## src/rtl/poke_pkg.sv

```systemverilog
// Shared types and constants for the poke_game player movement logic.
package poke_pkg;

    // Tile edge in pixels; shared with the level ROM.
    localparam int unsigned TILE_PX = 16;
    localparam int unsigned TILE_W  = 6;
    localparam int unsigned ADDR_W  = 12;
    localparam int unsigned PX_W    = 11;
    localparam int unsigned PY_W    = 10;

    typedef enum logic [1:0] {
        DIR_UP    = 2'd0,
        DIR_DOWN  = 2'd1,
        DIR_LEFT  = 2'd2,
        DIR_RIGHT = 2'd3
    } dir_t;

    typedef enum logic [1:0] {
        IDLE   = 2'd0,
        LOOKUP = 2'd1,
        MOVE   = 2'd2
    } move_state_t;

    typedef struct packed {
        logic [TILE_W-1:0] tx;
        logic [TILE_W-1:0] ty;
    } tile_pos_t;

    // D-pad priority: up > down > left > right.
    function automatic dir_t pick_dir(input logic up, input logic down,
                                      input logic left, input logic right);
        dir_t d;
        d = DIR_RIGHT;
        if (up)        d = DIR_UP;
        else if (down) d = DIR_DOWN;
        else if (left) d = DIR_LEFT;
        else if (right) d = DIR_RIGHT;
        return d;
    endfunction

endpackage

```

## src/rtl/grid_target_calc.sv

```systemverilog
// Neighbour-tile calculator: direction + current tile -> target tile, bounds flag, map address.
module grid_target_calc
    import poke_pkg::*;
#(
    parameter int unsigned MAP_W = 64,
    parameter int unsigned MAP_H = 48
) (
    input  dir_t                dir,
    input  tile_pos_t           cur,
    output tile_pos_t           tgt_c,
    output logic                in_bounds_c,
    output logic [ADDR_W-1:0]   addr_c
);

    localparam int unsigned TW1 = TILE_W + 1;

    logic [TILE_W:0] nx;
    logic [TILE_W:0] ny;

    // One extra bit on each coordinate so the +1 at the far edge is visible to the range check.
    always_comb begin
        nx          = {1'b0, cur.tx};
        ny          = {1'b0, cur.ty};
        in_bounds_c = 1'b1;
        case (dir)
            DIR_UP: begin
                if (cur.ty == '0) in_bounds_c = 1'b0;
                else              ny = ny - TW1'(1);
            end
            DIR_DOWN:  ny = ny + TW1'(1);
            DIR_LEFT: begin
                if (cur.tx == '0) in_bounds_c = 1'b0;
                else              nx = nx - TW1'(1);
            end
            default:   nx = nx + TW1'(1);
        endcase
        if (nx >= TW1'(MAP_W) || ny >= TW1'(MAP_H)) in_bounds_c = 1'b0;
        tgt_c.tx = nx[TILE_W-1:0];
        tgt_c.ty = ny[TILE_W-1:0];
        addr_c   = ADDR_W'(ny) * ADDR_W'(MAP_W) + ADDR_W'(nx);
    end

endmodule

```

## src/rtl/grid_move_controller.sv

```systemverilog
// Tile-grid movement sequencer: per-frame d-pad sampling, tile solidity lookup, glide one tile.
module grid_move_controller
    import poke_pkg::*;
#(
    parameter int unsigned TILE_SIZE = TILE_PX,
    parameter int unsigned STEP_PX   = 2,
    parameter int unsigned MAP_W     = 64,
    parameter int unsigned MAP_H     = 48,
    parameter int unsigned START_TX  = 2,
    parameter int unsigned START_TY  = 2
) (
    input  logic                vclk_in,
    input  logic                rst_n_in,
    input  logic                up_in,
    input  logic                down_in,
    input  logic                left_in,
    input  logic                right_in,
    input  logic [10:0]         hcount_in,
    input  logic [9:0]          vcount_in,
    output logic                tile_req_out,
    output logic [ADDR_W-1:0]   tile_addr_out,
    input  logic                tile_ack_in,
    input  logic                tile_solid_in,
    output logic [PX_W-1:0]     player_x,
    output logic [PY_W-1:0]     player_y,
    output logic [1:0]          facing_out,
    output logic                moving_out
);

    localparam int unsigned TILE_SHIFT = $clog2(TILE_SIZE);
    localparam int unsigned STEPS      = TILE_SIZE / STEP_PX;
    localparam int unsigned CNT_W      = (STEPS > 1) ? $clog2(STEPS) : 1;

    localparam logic [1:0] ST_IDLE   = IDLE;
    localparam logic [1:0] ST_LOOKUP = LOOKUP;
    localparam logic [1:0] ST_MOVE   = MOVE;

    logic [1:0]          state,     state_nxt;
    tile_pos_t           cur,       cur_nxt;
    tile_pos_t           tgt,       tgt_nxt;
    logic [CNT_W-1:0]    cnt,       cnt_nxt;
    logic [PX_W-1:0]     px_nxt;
    logic [PY_W-1:0]     py_nxt;
    logic [1:0]          facing_nxt;
    logic                req_nxt;
    logic [ADDR_W-1:0]   addr_nxt;
    logic                moving_nxt;

    logic                frame_tick_c;
    logic                any_pad_c;
    dir_t                pad_dir_c;
    tile_pos_t           calc_tgt_c;
    logic                calc_in_bounds_c;
    logic [ADDR_W-1:0]   calc_addr_c;

    assign frame_tick_c = (hcount_in == 11'd0) && (vcount_in == 10'd0);
    assign any_pad_c    = up_in | down_in | left_in | right_in;
    assign pad_dir_c    = pick_dir(up_in, down_in, left_in, right_in);

    grid_target_calc #(
        .MAP_W (MAP_W),
        .MAP_H (MAP_H)
    ) u_calc (
        .dir         (pad_dir_c),
        .cur         (cur),
        .tgt_c       (calc_tgt_c),
        .in_bounds_c (calc_in_bounds_c),
        .addr_c      (calc_addr_c)
    );

    // Next-state and next-output decode.
    always_comb begin
        state_nxt  = state;
        cur_nxt    = cur;
        tgt_nxt    = tgt;
        cnt_nxt    = cnt;
        px_nxt     = player_x;
        py_nxt     = player_y;
        facing_nxt = facing_out;
        req_nxt    = tile_req_out;
        addr_nxt   = tile_addr_out;
        moving_nxt = moving_out;
        case (state)
            ST_IDLE: begin
                if (frame_tick_c && any_pad_c) begin
                    facing_nxt = pad_dir_c;
                    if (calc_in_bounds_c) begin
                        state_nxt = ST_LOOKUP;
                        req_nxt   = 1'b1;
                        addr_nxt  = calc_addr_c;
                        tgt_nxt   = calc_tgt_c;
                    end
                end
            end
            ST_LOOKUP: begin
                if (tile_ack_in) begin
                    req_nxt = 1'b0;
                    if (tile_solid_in) begin
                        state_nxt = ST_IDLE;
                    end else begin
                        state_nxt  = ST_MOVE;
                        moving_nxt = 1'b1;
                        cnt_nxt    = '0;
                    end
                end
            end
            ST_MOVE: begin
                if (frame_tick_c) begin
                    case (facing_out)
                        DIR_UP:   py_nxt = player_y - PY_W'(STEP_PX);
                        DIR_DOWN: py_nxt = player_y + PY_W'(STEP_PX);
                        DIR_LEFT: px_nxt = player_x - PX_W'(STEP_PX);
                        default:  px_nxt = player_x + PX_W'(STEP_PX);
                    endcase
                    cnt_nxt = cnt + CNT_W'(1);
                    if (cnt == CNT_W'(STEPS - 1)) begin
                        state_nxt  = ST_IDLE;
                        moving_nxt = 1'b0;
                        cur_nxt    = tgt;
                    end
                end
            end
            default: state_nxt = ST_IDLE;
        endcase
    end

    // State and output registers; reset places the sprite on the start tile.
    always_ff @(posedge vclk_in or negedge rst_n_in) begin
        if (!rst_n_in) begin
            state         <= ST_IDLE;
            cur           <= '{tx: TILE_W'(START_TX), ty: TILE_W'(START_TY)};
            tgt           <= '{tx: TILE_W'(START_TX), ty: TILE_W'(START_TY)};
            cnt           <= '0;
            player_x      <= PX_W'(START_TX << TILE_SHIFT);
            player_y      <= PY_W'(START_TY << TILE_SHIFT);
            facing_out    <= DIR_DOWN;
            tile_req_out  <= 1'b0;
            tile_addr_out <= '0;
            moving_out    <= 1'b0;
        end else begin
            state         <= state_nxt;
            cur           <= cur_nxt;
            tgt           <= tgt_nxt;
            cnt           <= cnt_nxt;
            player_x      <= px_nxt;
            player_y      <= py_nxt;
            facing_out    <= facing_nxt;
            tile_req_out  <= req_nxt;
            tile_addr_out <= addr_nxt;
            moving_out    <= moving_nxt;
        end
    end

endmodule

```

## config.mk

```make
export PLATFORM = sky130hd
export DESIGN_NAME = grid_move_controller
export DESIGN_NICKNAME = d
export VERILOG_FILES = /design/src/rtl/poke_pkg.sv /design/src/rtl/grid_target_calc.sv /design/src/rtl/grid_move_controller.sv
export SDC_FILE = /design/constraint.sdc
export NUM_CORES = 1
export LEC_CHECK = 0
export CAP_MARGIN = 20
export CORE_MARGIN = 8
export CORE_UTILIZATION = 43
export DETAILED_ROUTE_END_ITERATION = 16
export PLACE_DENSITY = 0.67
export SYNTH_ARGS = -nofsm -noshare
export SYNTH_HDL_FRONTEND = slang
export SYNTH_SLANG_ARGS = --single-unit
```

## constraint.sdc

```tcl
create_clock -name vclk_in -period 5.8 [get_ports vclk_in]
set_clock_uncertainty 0.2 [all_clocks]
set_input_delay 1.16 -clock vclk_in [delete_from_list [all_inputs] [get_ports vclk_in]]
set_output_delay 1.16 -clock vclk_in [all_outputs]
set_load 0.05 [all_outputs]
```

==> metrics.txt <==
synth top area cells=sky130_fd_sc_hd__dfrtp_1 34%, sky130_fd_sc_hd__ha_1 8.1%, sky130_fd_sc_hd__mux2_2 6.4%; number of iterations in the first detailed-routing pass=4; most used flip-flop cell after synthesis=sky130_fd_sc_hd__dfrtp_1; Synth Area in Adders=9.097%; Tot Pwr=871.7 uW; number of buffers inserted to repair setup after CTS=0; Final Setup Violations=0; library cell with the highest instance count after synthesis=sky130_fd_sc_hd__dfrtp_1; setup TNS after final layout=0 ns; Leakage Power=about 2.1 nW; xor-xnor portion of the synthesized cell area=6.548%; Worst setup EP type=register; part of the power in the clock network=47.2%; die outline height=111.0 um; worst skew pair latency=0.34 ns; Top Layer Used=met4; count of pins over their slew limit=0; clock-pin slew of the registers on the worst-case setup and hold paths=0.07 ns; cell type with the highest aggregate area in the netlist=sky130_fd_sc_hd__dfrtp_1; routed wire length on met2=4142 um; worst hold slack=0.2650 ns; total of buffers placed on input and output ports=63; core box area=0.008721 mm^2; synth unique cells=57; filler cell count in the final layout=805; commonest cells in the synthesized netlist=52 x sky130_fd_sc_hd__dfrtp_1, 36 x sky130_fd_sc_hd__nand2_1, 32 x sky130_fd_sc_hd__o21ai_0; post-synthesis simple-gate area fraction=between 10% and 20%; DR WL met3=between 300 and 400 um; Root Driver=sky130_fd_sc_hd__clkbuf_8; RSZ-0062 raised after global routing=false; Antenna Violating Nets Remaining=0; CP Capture Point=tile_addr_out[2]$_DFFE_PN0P_; growth of design area from synthesis to finish=21.10%; Worst Tran Pin Value=about 0.94 ns; synth warn=0; Final period util=69.95%; register share of total power=47.3%; initial core utilization=44.48%; final HPWL from detailed placement=6092 um; placer congestion estimate=0.8283; detailed-routing wirelength on met1=3749 um; Avg Inst Size Synth=9.997 um^2; diode count=0; maximum number of pins on one net before global-route repair=60; total global routing track utilization=14.03%; Die X-Extent=111.0 um; number of H-tree branching levels=3; number of antenna violations at the first check in global routing=0; number of remaining DRC errors=0; placement row count=34; FF-to-FF End=tile_addr_out[2]$_DFFE_PN0P_; Worst Path Required=5.82 ns; R2R cell count=6; maximum clock insertion buffer count=2; Worst IR Drop VDD=0.1210 mV; Seq cells post-synth=59; number of design-rule violations left by the first detailed-router iteration=57; clock sinks=59; start-to-end type of the worst setup path=in -> reg; final critical-path setup slack=between 1.5 and 2 ns; Async SR Flop Fraction=100.0%; Hold-fix buffers, CTS=0; ratio of routed vias to standard cells=5.339; area share of the largest cell type after synthesis=33.55%; kind of start point of the critical path=primary input; total routed wirelength=8332 um; post-synthesis instance area=0.003879 mm^2; min Tclk post-route=4.057 ns; complex-gate fraction of the synthesized area=13.52%; wire per inst=15.04 um; multiplexer share of the synthesized area=a little under an eighth; global-route wire length before repair=between 10000 and 15000 um; worst min-delay path category=reg -> reg; CP Max Fanout=19; reported net switching power=197.3 uW; cell-internal power=674.4 uW; number of gates given a new drive strength after cts=0; switching share of power=22.63%; Post-Place Worst Slack=1.370 ns; CTS tree=done; number of vias in the routed layout=2958; IO Count=66; CP startpoint=up_in; final standard cell area without fillers=around 0.0047 mm^2; overflow left after global routing=0; worst slew margin relative to its limit=37.50%; reg-to-reg critical path startpoint=cur[2]$_DFFE_PN0P_; share of layout cells above drive strength 1=15.02%; combinational share of power=under 10%; power density over the cells=185.6 mW/mm^2; post-synthesis cell count=about 390; largest family of logic cells by synthesized area=simple AND/OR/NAND/NOR gates; total CTS buffers=9; result of the run=finished, final reports clean; area of the die=0.01232 mm^2; Arr. time, crit path=4.08 ns; Fmax=246.5 MHz; Final Hold Fails=0; count of flip-flops with a built-in enable after synthesis=0; via count of the first global-routing pass=slightly below 3k; R2R Setup Slk=2.68 ns; Layout Nets=approximately 500; post-placement cell area=between 0.004 and 0.005 mm^2; max_cap viols=0; sequential fraction of the synthesis area=38.29%
==> sequential cells by signal, indices dropped and copies added, names as in the netlist <==
signal and count:
tile_addr_out 12, moving_out 1, state 2, tile_req_out 1
player_y 9, cnt 3, cur 12, tgt 7
facing_out 2, player_x 10
==> placed cells by master, fill, tap and decap left out, drive strengths merged, types with 8 or more instances in the layout <==
cell	n
dfrtp	52
inv	17
a21oi	12
nor2	25
xor2	13
xnor2	16
ha	25
o21ai	33
mux2	32
nand2	37
nor3	8
clkdlybuf4s50	62
clkbuf	9
==> cells by family (layout without fill, tap and decap cells) <==
| family | count (synthesis) | after routing |
|---|---|---|
| multiplexers | 38 | 38 |
| AND/OR/NAND/NOR | 111 | 111 |
| XOR/XNOR | 29 | 29 |
| adder cells (fa/ha/maj) | 27 | 27 |
| other | 1 | 2 |
| flip-flops | 59 | 59 |
| buffers and inverters | 40 | 97 |
| AO/OA/AOI/OAI | 83 | 83 |
==> critical path, cell delays in order <==
cell and delay (ns):
sky130_fd_sc_hd__clkdlybuf4s50_1 0.67, sky130_fd_sc_hd__or2_2 0.51, sky130_fd_sc_hd__o31ai_1 0.37, sky130_fd_sc_hd__nor3_2 0.10
sky130_fd_sc_hd__o21ai_0 0.09, sky130_fd_sc_hd__a211o_1 0.75, sky130_fd_sc_hd__mux2_2 0.42
==> routing by layer <==
| layer | global-route usage (%) | up-vias |
|---|---|---|
| met1 | 16.10 | 1423 |
| li1 | - | 1478 |
| met3 | 4.167 | 10 |
| met2 | 24.24 | 47 |
| met4 | 4.595 | 0 |
| met5 | 0 | - |
==> final cells by class <==
| type | count | area (um^2) | share of cell area, % |
|---|---|---|---|
| clock inverters | 7 | 92.59 | 1.971 |
| flip-flops and latches | 59 | 1485 | 31.62 |
| inverters | 17 | 63.81 | 1.359 |
| repair buffers | 64 | 633.1 | 13.48 |
| well taps | 108 | 135.1 | 2.877 |
| multi-input cells | 290 | 2163 | 46.06 |
| clock buffers | 9 | 123.9 | 2.637 |
==> worst min-delay path by stage <==
stage                                        from                      end  cells after the start
final                     player_y[9]$_DFFE_PN0P_  player_y[9]$_DFFE_PN0P_                      1
after global routing      player_y[9]$_DFFE_PN0P_  player_y[9]$_DFFE_PN0P_                      1
after floorplan                tgt[0]$_DFFE_PN0P_       cur[0]$_DFFE_PN0P_                      2
after detailed placement  player_y[9]$_DFFE_PN0P_  player_y[9]$_DFFE_PN0P_                      1
after global placement         tgt[0]$_DFFE_PN0P_       cur[0]$_DFFE_PN0P_                      2
after CTS                 player_y[9]$_DFFE_PN0P_  player_y[9]$_DFFE_PN0P_                      1
==> per-stage QoR <==
step / util [%] / std cells
5_1_grt: 53.86 / 554
6_report: 53.86 / 554
3_3_place_gp: 51.38 / 538
4_1_cts: 53.86 / 554
2_1_floorplan: - / 389
3_5_place_dp: 51.38 / 538
==> power groups by stage <==
stage	clock (mW)	sequential, mW	combinational, mW
after CTS	0.429	0.412	0.0485
after global placement	0	0.420	0.0477
after floorplan	0	0.420	0.0190
after detailed placement	0	0.420	0.0482
final	0.412	0.412	0.0474
after global routing	0.446	0.412	0.0528
(Power assumes the default switching activity.)
